**src/rtl/arm_pkg.sv**
```systemverilog
// Shared ARM definitions: default memory depths and the boot loader state encoding.
// Used by the ARM top level, the memories and the memory loader.
package arm_pkg;

    localparam int unsigned ARM_INS_MEM_SIZE  = 32;
    localparam int unsigned ARM_DATA_MEM_SIZE = 64;

    typedef enum logic [1:0] {
        LOAD_INS  = 2'd0,
        LOAD_DATA = 2'd1,
        RUN       = 2'd2
    } loader_state_t;

endpackage

```
**src/rtl/arm_word_packer.sv**
```systemverilog
// Packs a little-endian byte stream into 32-bit words; the completed word is
// presented combinationally alongside the 4th byte so the caller can register it on that edge.
module arm_word_packer (
    input  logic        clk,
    input  logic        rst_n,
    input  logic        clear,
    input  logic        accept,
    input  logic [7:0]  byte_in,
    output logic [31:0] word,
    output logic        word_valid
);

    logic [1:0]  lane;
    logic [23:0] low_bytes;

    always_ff @(posedge clk or negedge rst_n) begin
        if (!rst_n) begin
            lane      <= '0;
            low_bytes <= '0;
        end else if (clear) begin
            lane      <= '0;
            low_bytes <= '0;
        end else if (accept) begin
            lane <= lane + 2'd1;
            case (lane)
                2'd0:    low_bytes[7:0]   <= byte_in;
                2'd1:    low_bytes[15:8]  <= byte_in;
                2'd2:    low_bytes[23:16] <= byte_in;
                default: ;
            endcase
        end
    end

    // Lane 3 never lands in low_bytes: it is the top byte of the word being emitted.
    always_comb begin
        word       = {byte_in, low_bytes};
        word_valid = accept & ~clear & (lane == 2'd3);
    end

endmodule

```
**src/rtl/arm_mem_loader.sv**
```systemverilog
// Boot-time loader: fills instruction memory then data memory from a byte stream,
// holding the ARM core in reset until both are loaded.
module arm_mem_loader
    import arm_pkg::*;
#(
    parameter int unsigned INS_MEM_SIZE  = ARM_INS_MEM_SIZE,
    parameter int unsigned DATA_MEM_SIZE = ARM_DATA_MEM_SIZE
) (
    input  logic                             clk,
    input  logic                             rst,
    input  logic                             restart,
    input  logic                             in_valid,
    input  logic [7:0]                       in_data,
    output logic                             in_ready,
    output logic                             ins_we,
    output logic [$clog2(INS_MEM_SIZE)-1:0]  ins_addr,
    output logic [31:0]                      ins_wdata,
    output logic                             data_we,
    output logic [$clog2(DATA_MEM_SIZE)-1:0] data_addr,
    output logic [31:0]                      data_wdata,
    output logic                             core_rst,
    output logic                             done
);

    localparam int unsigned IAW = $clog2(INS_MEM_SIZE);
    localparam int unsigned DAW = $clog2(DATA_MEM_SIZE);
    localparam int unsigned CW  = (IAW > DAW) ? IAW : DAW;
    localparam logic [CW-1:0] INS_LAST  = CW'(INS_MEM_SIZE - 1);
    localparam logic [CW-1:0] DATA_LAST = CW'(DATA_MEM_SIZE - 1);

    loader_state_t state, state_next;
    logic [CW-1:0] word_idx, word_idx_next;
    logic          accept;
    logic          word_valid;
    logic [31:0]   word;
    logic          ins_wr;
    logic          data_wr;

    arm_word_packer u_packer (
        .clk        (clk),
        .rst_n      (rst),
        .clear      (restart),
        .accept     (accept),
        .byte_in    (in_data),
        .word       (word),
        .word_valid (word_valid)
    );

    always_ff @(posedge clk or negedge rst) begin
        if (!rst) begin
            state    <= LOAD_INS;
            word_idx <= '0;
        end else begin
            state    <= state_next;
            word_idx <= word_idx_next;
        end
    end

    always_comb begin
        state_next    = state;
        word_idx_next = word_idx;
        if (restart) begin
            state_next    = LOAD_INS;
            word_idx_next = '0;
        end else if (word_valid) begin
            case (state)
                LOAD_INS: begin
                    if (word_idx == INS_LAST) begin
                        state_next    = LOAD_DATA;
                        word_idx_next = '0;
                    end else begin
                        word_idx_next = word_idx + 1'b1;
                    end
                end
                LOAD_DATA: begin
                    if (word_idx == DATA_LAST) begin
                        state_next    = RUN;
                        word_idx_next = '0;
                    end else begin
                        word_idx_next = word_idx + 1'b1;
                    end
                end
                default: ;
            endcase
        end
    end

    always_comb begin
        in_ready = (state != RUN);
        accept   = in_valid & in_ready;
        ins_wr   = word_valid & ~restart & (state == LOAD_INS);
        data_wr  = word_valid & ~restart & (state == LOAD_DATA);
    end

    always_ff @(posedge clk or negedge rst) begin
        if (!rst) begin
            ins_we     <= 1'b0;
            ins_addr   <= '0;
            ins_wdata  <= '0;
            data_we    <= 1'b0;
            data_addr  <= '0;
            data_wdata <= '0;
            core_rst   <= 1'b1;
        end else begin
            ins_we  <= ins_wr;
            data_we <= data_wr;
            if (ins_wr) begin
                ins_addr  <= word_idx[IAW-1:0];
                ins_wdata <= word;
            end
            if (data_wr) begin
                data_addr  <= word_idx[DAW-1:0];
                data_wdata <= word;
            end
            // Sampling the pre-edge state delays core release by one cycle after the last write.
            core_rst <= restart | (state != RUN);
        end
    end

    assign done = ~core_rst;

endmodule
```
**config.mk**
```make
export PLATFORM = sky130hd
export DESIGN_NAME = arm_mem_loader
export DESIGN_NICKNAME = d
export VERILOG_FILES = /design/src/rtl/arm_pkg.sv /design/src/rtl/arm_word_packer.sv /design/src/rtl/arm_mem_loader.sv
export SDC_FILE = /design/constraint.sdc
export NUM_CORES = 1
export LEC_CHECK = 0
export CORE_MARGIN = 10
export CORE_UTILIZATION = 40
export DETAILED_ROUTE_END_ITERATION = 6
export PLACE_DENSITY = 0.72
export SETUP_SLACK_MARGIN = 0.1
export SKIP_LAST_GASP = 1
export SLEW_MARGIN = 25
export SYNTH_ARGS = -nofsm -noshare
export SYNTH_HDL_FRONTEND = slang
export SYNTH_SLANG_ARGS = --single-unit
```
**constraint.sdc**
```tcl
create_clock -name clk -period 2.3 [get_ports clk]
set_input_delay 0.23 -clock clk [delete_from_list [all_inputs] [get_ports clk]]
set_output_delay 0.23 -clock clk [all_outputs]
set_load 0.01 [all_outputs]
```
==> flow_summary.json <==
{
  "crit_type": "flop to flop",
  "synth_nets": 324,
  "antenna_found_initial": 0,
  "syn_inst": 307,
  "finalCriticalPeriod_ns": 2.01,
  "start_kind": "flop",
  "rows": 39,
  "worstSetupPathDepth": 5,
  "tightest_slew_ns": 0.569,
  "maxSlewHeadroom_pct": 62.1,
  "core_area_um2": 11400,
  "slowest_stage": "dfrtp_1",
  "synth-simple-area-share_pct": 7.19,
  "grt_pass1_wl_um": 17300,
  "synth_seq_cells": 112,
  "status": "finished, final reports clean",
  "hpwl_um": 7330,
  "tritoncts": "built",
  "worst-path-buf-inv": 1,
  "synth_area_leader_cell": "dfrtp_1",
  "hold_viol": 0,
  "htreeDepth": 3,
  "period_share_pct": 87.4,
  "yosys.area.top_type_share_pct": 59.6,
  "io_buffers": 91,
  "vdd_drop_max_uv": 334,
  "dr.pass1.iters": 4,
  "rsz0062_at_grt": "false",
  "p_leak_nw": 2.92,
  "register_area_um2": 2800,
  "finalClockSkew_ns": 0.00760,
  "reg2regPathDepth": 5,
  "multiInputGateArea_um2": 1700,
  "synth_ff_type": "dfrtp_1",
  "syn-cell-area_um2": 4660,
  "grt_overflow": 0,
  "layout-drive-gt1-share_pct": 24.1,
  "grt_pass1_vias": 3100,
  "nFillCells": 980,
  "ys_top_cells_by_count": "dfrtp_1 (111), mux2_2 (38), nor2_1 (30), mux2_4 (28), mux2i_1 (24)",
  "end_kind": "flop",
  "ys_types": 38,
  "pin_count": 92,
  "synth-async-reset-ratio_pct": 100,
  "vias": 2774,
  "yosysMostFrequentCell": "dfrtp_1",
  "initialDrtViolationCount": 202,
  "synth-compound-area-share_pct": 1.64,
  "cp_data_required_time_ns": 2.53,
  "synth_fa_ha_area_share_pct": 1.34,
  "cts_buffers": 9,
  "synth-xor-area-share_pct": 0.751,
  "gp_congestion": 0.775,
  "seq_area_frac_synth_pct": 60.1,
  "fmax_ghz": 0.498,
  "worstPathArrival_ns": 2.24,
  "avgSynthCellArea_um2": 15.2,
  "viasPerCell": 5.02,
  "wirelength_um": 10400,
  "grt_usage_pct": 13.3,
  "hold_path_class": "input pin to asynchronous set/reset pin",
  "die_h_um": 128,
  "drc": 0,
  "clkSlewWorstSetupHoldPaths_ns": 0.07,
  "cts_sinks": 112,
  "clock-root-buffer": "clkbuf_16",
  "routedWlPerCell_um": 18.8,
  "synth_mux_area_share_pct": 25.5,
  "max_stage_delay_ns": 0.40,
  "synth_edf_count": 0,
  "setup_viol": 0,
  "yosys_warnings": 0,
  "setup_tns_ns": 0,
  "drv_cap": 0,
  "die_width_um": 128,
  "die_area_um2": 16400,
  "clk_latency_ns": 0.35,
  "path_cells": "ha_1 > and4bb_1 > nand2_8 > inv_6 > mux2_2",
  "synth.top_cells.by_area": "dfrtp_1 (60%), mux2_2 (9.2%), mux2_4 (9.0%)",
  "drv_slew": 0,
  "powerDensity_nw_per_um2": 649,
  "initial_core_util_pct": 40.8,
  "ant_nets": 0,
  "post_cts_resized": 0,
  "crit_family": "simple AND/OR/NAND/NOR gates",
  "fin_nets": 422,
  "synth_top_family_by_area": "multiplexers",
  "area_delta_synth_final_pct": 28.5,
  "path_max_fanout": 26,
  "final_core_util_pct": 52.5,
  "n_antenna_cell": 0,
  "grt_max_degree": 49,
  "cts_buffer_depth": 2
}
==> repair_timing <==
item	4_1_cts	5_1_grt
buffers inserted	0	0
endpoints found under the hold margin	39	0
hold buffers	1	0
==> state kept, by name, summed over array words and instances, names as in the netlist <==
signal / count
u_packer.low_bytes: 24
ins_wdata: 32
word_idx: 6
data_we: 1
core_rst: 1
state: 2
ins_we: 1
u_packer.lane: 2
data_wdata: 32
data_addr: 6
ins_addr: 5
==> final cells by class <==
| class | count | area share [%] |
|---|---|---|
| timing repair buffer | 101 | 16.7 |
| inverter | 5 | 0.397 |
| clock buffer | 12 | 4.28 |
| tap | 143 | 2.98 |
| clock inverter | 4 | 0.480 |
| sequential | 112 | 46.8 |
| multi-input combinational | 176 | 28.4 |
==> worst paths after layout <==
| check | slack [ns] | startpoint | endpoint |
|---|---|---|---|
| min in group clk | 0.49 | ins_addr[1] | ins_addr[1] |
| setup reg to reg | 0.29 | u_packer.lane[1] | data_wdata[1] |
| max in group asynchronous | 1.12 | rst | ins_wdata[19] |
| hold reg to reg | 0.49 | ins_addr[1] | ins_addr[1] |
| hold / removal | 0.44 | rst | ins_addr[1] |
| setup / recovery | 0.29 | u_packer.lane[1] | data_wdata[1] |
==> placed cells by master (no fill, tap or decap), types with 4 or more instances in the layout <==
| master | count |
|---|---|
| clkdlybuf4s50_1 | 90 |
| buf_4 | 9 |
| clkbuf_16 | 9 |
| nand2_1 | 7 |
| nor2_1 | 30 |
| mux2_1 | 9 |
| nand3_1 | 5 |
| mux2i_1 | 24 |
| inv_1 | 4 |
| mux2_4 | 28 |
| dfrtp_1 | 111 |
| ha_1 | 5 |
| mux2_2 | 38 |
==> stage by stage <==
step | cells | area [um2] | total power, mW | worst slack (ns) | hold WS, ns
6_report | 553 | 5990 | 3.89 | 0.290 | 0.436
5_1_grt | 553 | 5990 | 4.05 | 0.222 | 0.478
4_1_cts | 553 | 5990 | 3.95 | 0.282 | 0.430
3_5_place_dp | 536 | 5700 | 2.45 | 0.171 | 0.268
3_3_place_gp | 536 | 5700 | 2.43 | 0.240 | 0.251
2_1_floorplan | 307 | 4660 | 2.25 | 0.652 | -0.0656
==> layer usage <==
metal / global-route usage, % / routed length [um] / share of wire [%] / vias up
li1: - / - / - / 1270
met1: 16.6 / 4600 / 44 / 1430
met2: 20.6 / 4890 / 47 / 62
met3: 4.01 / 685 / 6.6 / 12
met4: 6.23 / 199 / 1.9 / 0
met5: 0 / 0 / 0 / -
==> report_power, final <==
| part | internal [mW] | switching, mW |
|---|---|---|
| combinational | 0.163 | 0.164 |
| clock | 0.795 | 0.693 |
| sequential | 2.03 | 0.0417 |
| total | 2.99 | 0.899 |
==> worst reg2reg max path, stage by stage, from the launching register on <==
cell      delay, ns
dfrtp_1        0.40
ha_1           0.24
and4bb_1       0.38
nand2_8        0.18
inv_6          0.32
mux2_2         0.38
==> cells by family after synthesis <==
family,count (synthesis)
xor gates and xnor gates,4
adders and majority gates,5
AOI/OAI and AO/OA,11
DFF,112
buffers and inverters,19
and+or+nand+nor,57
muxes,99
(Power assumes the default switching activity.)
